[src/rtl/dma_buffer_fill_if.sv]
// Request/memory/buffer signal bundle between the FC burst-read engine and its user.
// The slave modport is the engine side; master is the requester plus memory side.
interface dma_buffer_fill_if #(
    parameter int BUFFER_SIZE       = 120,
    parameter int WORD_SIZE         = 16,
    parameter int MEM_ADDRESS_WIDTH = 3
);
    logic                                   i_read;
    logic [MEM_ADDRESS_WIDTH-1:0]           i_address;
    logic [MEM_ADDRESS_WIDTH-1:0]           i_count;
    logic [WORD_SIZE-1:0]                   i_mem_data;
    logic [MEM_ADDRESS_WIDTH-1:0]           o_mem_addr;
    logic [BUFFER_SIZE-1:0][WORD_SIZE-1:0]  o_buffer;
    logic                                   o_ready;

    modport master (
        output i_read, i_address, i_count, i_mem_data,
        input  o_mem_addr, o_buffer, o_ready
    );

    modport slave (
        input  i_read, i_address, i_count, i_mem_data,
        output o_mem_addr, o_buffer, o_ready
    );
endinterface

[src/rtl/dma_buffer_fill.sv]
// Burst-read engine: fetches up to BUFFER_SIZE consecutive words from a combinational-read
// memory, one per cycle, into a wide buffer and flags completion with o_ready.
//
// state | meaning
// IDLE  | waiting for i_read; o_ready low
// BUSY  | fetching word base+idx into entry idx each cycle
// DONE  | buffer complete and frozen; o_ready high until i_read drops
module dma_buffer_fill #(
    parameter int BUFFER_SIZE       = 120,
    parameter int WORD_SIZE         = 16,
    parameter int MEM_ADDRESS_WIDTH = 3
) (
    input  logic               clk,
    input  logic               rst,
    dma_buffer_fill_if.slave   bus
);
    localparam int AW = MEM_ADDRESS_WIDTH;
    localparam logic [AW-1:0] ONE = AW'(1);

    typedef enum logic [1:0] {IDLE, BUSY, DONE} state_t;

    state_t                                state_q, state_d;
    logic [AW-1:0]                         base_q, base_d;
    logic [AW-1:0]                         idx_q, idx_d;
    logic [AW-1:0]                         len_q, len_d;
    logic [BUFFER_SIZE-1:0][WORD_SIZE-1:0] buf_q, buf_d;
    logic                                  ready_q, ready_d;
    logic [AW-1:0]                         len_req;

    // A count that can never exceed the buffer makes this clamp a no-op, but keeps it safe
    // for parameterisations where the count range is larger than the buffer.
    assign len_req = (int'(bus.i_count) > BUFFER_SIZE) ? AW'(BUFFER_SIZE) : bus.i_count;

    always_ff @(posedge clk or posedge rst) begin
        if (rst) begin
            state_q <= IDLE;
            base_q  <= '0;
            idx_q   <= '0;
            len_q   <= '0;
            buf_q   <= '0;
            ready_q <= 1'b0;
        end else begin
            state_q <= state_d;
            base_q  <= base_d;
            idx_q   <= idx_d;
            len_q   <= len_d;
            buf_q   <= buf_d;
            ready_q <= ready_d;
        end
    end

    always_comb begin
        state_d = state_q;
        base_d  = base_q;
        idx_d   = idx_q;
        len_d   = len_q;
        buf_d   = buf_q;
        ready_d = ready_q;
        case (state_q)
            IDLE: begin
                ready_d = 1'b0;
                if (bus.i_read) begin
                    base_d = bus.i_address;
                    len_d  = len_req;
                    idx_d  = '0;
                    if (len_req != '0) begin
                        state_d = BUSY;
                    end else begin
                        state_d = DONE;
                        ready_d = 1'b1;
                    end
                end
            end
            BUSY: begin
                buf_d[int'(idx_q)] = bus.i_mem_data;
                if (idx_q == len_q - ONE) begin
                    state_d = DONE;
                    ready_d = 1'b1;
                end else begin
                    idx_d = idx_q + ONE;
                end
            end
            DONE: begin
                // Held-high i_read keeps us here so a stale request cannot retrigger.
                if (!bus.i_read) begin
                    state_d = IDLE;
                    ready_d = 1'b0;
                end
            end
            default: begin
                state_d = IDLE;
                ready_d = 1'b0;
            end
        endcase
    end

    assign bus.o_mem_addr = (state_q == BUSY) ? base_q + idx_q : base_q;
    assign bus.o_buffer   = buf_q;
    assign bus.o_ready    = ready_q;
endmodule

[src/flat_wrapper.sv]
// flat-port wrapper written by rule: the top's interface ports become plain ports
module dma_buffer_fill_flat 
#(
    parameter int BUFFER_SIZE       = 120,
    parameter int WORD_SIZE         = 16,
    parameter int MEM_ADDRESS_WIDTH = 3
)
  (clk, rst, bus_i_read, bus_i_address, bus_i_count, bus_i_mem_data, bus_o_mem_addr, bus_o_buffer, bus_o_ready);
  dma_buffer_fill_if #(.BUFFER_SIZE(BUFFER_SIZE), .WORD_SIZE(WORD_SIZE), .MEM_ADDRESS_WIDTH(MEM_ADDRESS_WIDTH)) bus_i ();
  input  logic clk;
  input  logic rst;
  input wire logic [$bits(bus_i.i_read)-1:0] bus_i_read;
  input wire logic [$bits(bus_i.i_address)-1:0] bus_i_address;
  input wire logic [$bits(bus_i.i_count)-1:0] bus_i_count;
  input wire logic [$bits(bus_i.i_mem_data)-1:0] bus_i_mem_data;
  output wire logic [$bits(bus_i.o_mem_addr)-1:0] bus_o_mem_addr;
  output wire logic [$bits(bus_i.o_buffer)-1:0] bus_o_buffer;
  output wire logic [$bits(bus_i.o_ready)-1:0] bus_o_ready;
  assign bus_i.i_read = bus_i_read;
  assign bus_i.i_address = bus_i_address;
  assign bus_i.i_count = bus_i_count;
  assign bus_i.i_mem_data = bus_i_mem_data;
  assign bus_o_mem_addr = bus_i.o_mem_addr;
  assign bus_o_buffer = bus_i.o_buffer;
  assign bus_o_ready = bus_i.o_ready;
  dma_buffer_fill #(.BUFFER_SIZE(BUFFER_SIZE), .WORD_SIZE(WORD_SIZE), .MEM_ADDRESS_WIDTH(MEM_ADDRESS_WIDTH)) u_core (.clk(clk), .rst(rst), .bus(bus_i));
endmodule
[config.mk]
export PLATFORM = sky130hd
export DESIGN_NAME = dma_buffer_fill_flat
export DESIGN_NICKNAME = d
export VERILOG_FILES = /design/src/rtl/dma_buffer_fill_if.sv /design/src/rtl/dma_buffer_fill.sv /design/src/flat_wrapper.sv
export SDC_FILE = /design/constraint.sdc
export NUM_CORES = 1
export LEC_CHECK = 0
export BUFFER_PORTS_ARGS = -buffer_cell sky130_fd_sc_hd__buf_4
export CORE_AREA = 4 4 761 763
export CTS_BUF_LIST = sky130_fd_sc_hd__clkbuf_4 sky130_fd_sc_hd__clkbuf_8
export CTS_CLUSTER_DIAMETER = 100
export DETAILED_ROUTE_END_ITERATION = 6
export DIE_AREA = 0 0 765 767
export PLACE_DENSITY_LB_ADDON = 0.08
export SETUP_SLACK_MARGIN = 0.3
export SLEW_MARGIN = 5
export SYNTH_ARGS = -nofsm -noshare
export SYNTH_HDL_FRONTEND = slang
export SYNTH_SLANG_ARGS = --single-unit
[constraint.sdc]
create_clock -name clk -period 9 [get_ports clk]
set_clock_uncertainty 0.2 [all_clocks]
set_input_delay 0.9 -clock clk [delete_from_list [all_inputs] [get_ports clk]]
set_output_delay 0.9 -clock clk [all_outputs]
set_load 0.03 [all_outputs]
**After elaboration in Yosys (flattened, before gate mapping)**

Index checks and enable logic that the tools add are counted.

- Mux-type cells: 17
- Equal/unequal tests: 7
- $add $sub $neg: 3
- $lt $le $gt $ge: 2
- Reduce and logical (&&, ||, !) cells: 8

Operators by type and width:

| cell | count |
|---|---|
| $bwmux 1920 | 1 |
| $demux 16 s3 | 1 |
| $mux 16 | 1 |
| $mux 3 | 3 |
| $lt 3x8->1 const B | 1 |
| $mux 2 | 4 |
| $ne 2x2->1 const B | 3 |
| $pmux 2 s3 | 1 |
| $pmux 3 s2 | 1 |
| $reduce_and 3->1 | 2 |
| $mux 1 | 4 |
| $reduce_and 2->1 | 2 |
| $add 3x1->3 const B | 1 |
| $add 3x3->3 | 1 |
| $eq 3x3->1 | 1 |
| $ge 3x1->1 const B | 1 |
| $pmux 1 s3 | 1 |
| $reduce_bool 3->1 | 1 |
| $sub 3x1->3 const B | 1 |
| $eq 2x1->1 const B | 1 |
| $eq 2x2->1 const B | 1 |
| $logic_not 2->1 | 1 |
| $ne 2x1->1 const B | 1 |
| $reduce_bool 2->1 | 1 |
| $logic_and 1x1->1 | 1 |

- Register bits: 1932
- Input bits: 25
- Word-level logic and storage cells: 162
- Output and inout bits: 1924

**Logic depth before layout (Yosys ltp)**

- Depth after elaboration: 5
- Gate-level depth with buffers: 6
- Depth with buffers taken out: 6

**Least setup slack after synthesis**

OpenSTA, ideal clock, no wires.

- Kind: register -> output
- Start: register u_core.idx_q[0]
- End: output port bus_o_mem_addr[2]
- Slack: 6197 ps
- Arrival time: 1703 ps
- Buffers on the path: 0
- Stages on the path, launching flop included: 6
- Required time: 7900 ps
- Cell sequence: dfrtp_1 ha_1 fa_1 xor2_1 nand2_1 xnor2_1

- Word-level cells in the longest chain between the ends: 2

RTL lines:

| element | RTL line | RTL |
|---|---|---|
| start: declaration | dma_buffer_fill.sv:24 | `logic [AW-1:0] idx_q, idx_d;` |
| start signal: assignment | dma_buffer_fill.sv:45 | `idx_q <= idx_d;` |
| $add 3x3->3 | dma_buffer_fill.sv:97 | `assign bus.o_mem_addr = (state_q == BUSY) ? base_q + idx_q : base_q;` |
| $mux 3 | dma_buffer_fill.sv:97 |  |
| end: declaration | flat_wrapper.sv:16 | `output wire logic [$bits(bus_i.o_mem_addr)-1:0] bus_o_mem_addr;` |

No other way between the ends.

**Worst setup path after layout**

- Start: register u_core.state_q[0]
- End: output port bus_o_mem_addr[2]

- Word-level cells in the longest chain between the ends: 2

RTL lines:

| element | RTL line | RTL |
|---|---|---|
| start: declaration | dma_buffer_fill.sv:22 | `state_t state_q, state_d;` |
| start signal: assignment | dma_buffer_fill.sv:43 | `state_q <= state_d;` |
| $eq 2x1->1 | dma_buffer_fill.sv:97 |  |
| $mux 3 | dma_buffer_fill.sv:97 |  |

No other way between the ends.

==> metrics.yaml <==
grt_pass1_wl_um: 72600
io_pins: 1949
path_cells: "nor2b_1 -> nand2_1 -> xnor2_1 -> buf_4"
synthFlopType: "dfrtp_1"
dp_hpwl_um: 51500
layout_common_cells: "conb_1, buf_4, dfrtp_1"
via_per_inst: 0.837
leakage_nw: 9.35
finalCritPeriodShare_pct: 40.1
insertion_delay_ns: 0.60
vdd_drop_max_mv: 0.131
die_w_um: 765
synth_area_leaders: "buf_4, dfrtp_1, mux2_2, mux2_4, buf_6"
syn_area_per_cell_um2: 8.91
synthCells: 2138
reg2reg_depth: 4
io_buffer_count: 156
yosysSeqAreaShare_pct: 18.4
maxCapViolations: 0
slew_violations: 0
fin_nets: 2342
cts_setup_buffers: 0
antenna_found_initial: 7
status: "finished clean"
clkSinkCount: 140
clkTransAtPathRegs_ns: 0.11
final-instance-count-excl-fill: 9882
drive_above_1_share_pct: 14.7
fin_util_pct: 4.09
detail-route-antenna-nets: 0
place_inst: 9846
dieHeight_um: 767
hold_path_class: "in -> async"
layout_commonest_cell: "conb_1"
core_area_mm2: 0.572
cts_hold_buf: 0
setup_violations: 0
wl_per_cell_um: 6.09
arrival_ns: 2.51
required_ns: 7.90
async_reset_ff_share_pct: 100
remaining_drc_errors: 0
grtUsageTotal_pct: 1.84
synthDominantCellAreaShare_pct: 70.8
drt_iter0_markers: 87
fp-row-count: 278
cpMaxStageDelayCell: "dfrtp_1"
grt_max_degree: 51
area_growth_pct: 22.8
firstDrtPassIters: 4
critPathCaptureType: "output port"
setup_ws_ns: 5.39
gp_routability_congestion: 0.601
max_stage_delay_ns: 0.61
max_freq_mhz: 277
power_mw: 4.93
cts-buffers-inserted: 25
worstMarginPinSlew_ns: 0.921
synth.distinct_cells: 35
ys_seq_elements: 140
wirelength_um: 60200
dieArea_mm2: 0.587
synth-edff-count: 0
finalHoldViolations: 0
gr-total-overflow: 0
max_slew_margin_pct: 38.6
synth_area_leader_cell: "buf_4"
cts-root-buf: "clkbuf_8"
htreeDepth: 4
cp-start-kind: "flop"
critPathMaxFanout: 11
place_ws_ns: 6.02
clockBufferDepth: 3
cts_tree: "yes"
yosys_warnings: 0
grt_pass1_vias: 7133
synth_area_mm2: 0.0190
vias: 8272
initial_utilization_pct: 3.33
p_per_area_mw_per_mm2: 211
finalCriticalPeriod_ns: 3.61
worst-setup-path-type: "reg -> out"
tns_ns: 0
rsz0062_at_grt: "false"
cts_resized: 0
[sequential cells by signal, indices dropped and copies added, names as in the netlist]
| signal | count |
|---|---|
| u_core.bus.o_buffer | 128 |
| u_core.base_q | 3 |
| u_core.idx_q | 3 |
| u_core.len_q | 3 |
| u_core.state_q | 2 |
| u_core.bus.o_ready | 1 |
[metal layers]
layer,vias up,GRT usage (%),wire (um)
li1,3367,-,-
met1,3827,1.32,14300
met4,2,0.538,899
met5,-,0,13
met3,34,0.853,9040
met2,1042,4.01,36000
[synthesized netlist by cell type (2+ instances only)]
master	instances
o21ai_0	5
buf_6	5
nand2_1	7
mux2_4	10
nand2b_1	3
nor2_2	2
xor2_1	3
nor2_1	3
inv_1	6
nand3_1	2
buf_2	3
buf_4	1797
nor3_1	2
mux2_1	2
ha_1	3
xnor2_1	3
mux2i_1	2
mux2_2	124
dfrtp_1	140
[cell type report]
class | instances | area (um2)
antenna | 3 | 7.51
clock buffer | 28 | 385
clock inverter | 5 | 100
fill | 67800 | 549000
inverter | 6 | 27.5
multi-input combinational | 1976 | 8670
sequential | 140 | 3500
tap | 7560 | 9460
timing repair buffer | 164 | 1230
[through the flow]
step | hold WS (ns) | area, um2
after floorplan | 0.279 | 25800
after global placement | 0.284 | 22900
final | 0.153 | 23400
after detailed placement | 0.288 | 22900
after global routing | 0.158 | 23400
after CTS | 0.0937 | 23400
[critical path, delay by kind of cell (launching register included)]
family        cells  cell delay [ns]
xor+xnor          1             0.24
flops             1             0.61
buf+inv           1             0.19
simple gates      2             0.87
[final timing paths]
path / end / start / slack [ns]
max in group asynchronous: u_core.state_q[1]$_DFFE_PP0P_ / rst / 7.15
max reg2reg: u_core.bus.o_buffer[58]$_DFFE_PP0P_ / u_core.idx_q[1]$_DFFE_PP0P_ / 6.45
min: u_core.bus.o_buffer[92]$_DFFE_PP0P_ / rst / 0.15
max: bus_o_mem_addr[2] / u_core.state_q[0]$_DFFE_PP0P_ / 5.39
min in group clk: u_core.bus.o_buffer[37]$_DFFE_PP0P_ / u_core.bus.o_buffer[37]$_DFFE_PP0P_ / 0.31
min reg2reg: u_core.bus.o_buffer[37]$_DFFE_PP0P_ / u_core.bus.o_buffer[37]$_DFFE_PP0P_ / 0.31
[power breakdown]
| group | internal, mW | switching (mW) | total [mW] |
|---|---|---|---|
| Clock | 0.367 | 0.336 | 0.702 |
| Combinational | 0.771 | 2.29 | 3.06 |
| Sequential | 0.947 | 0.225 | 1.17 |
[logic make-up after synthesis]
logic type / Yosys count / share of synthesized area (%)
xor gates and xnor gates: 6 / 0.276
AOI/OAI and AO/OA: 10 / 0.348
muxes: 138 / 8.34
other: 1 / 0.0197
buffers and inverters: 1813 / 71.4
adders and majority gates: 4 / 0.302
DFF: 140 / 18.4
and+or+nand+nor: 26 / 0.880
No activity file was read; power rests on OpenSTA's default activity.
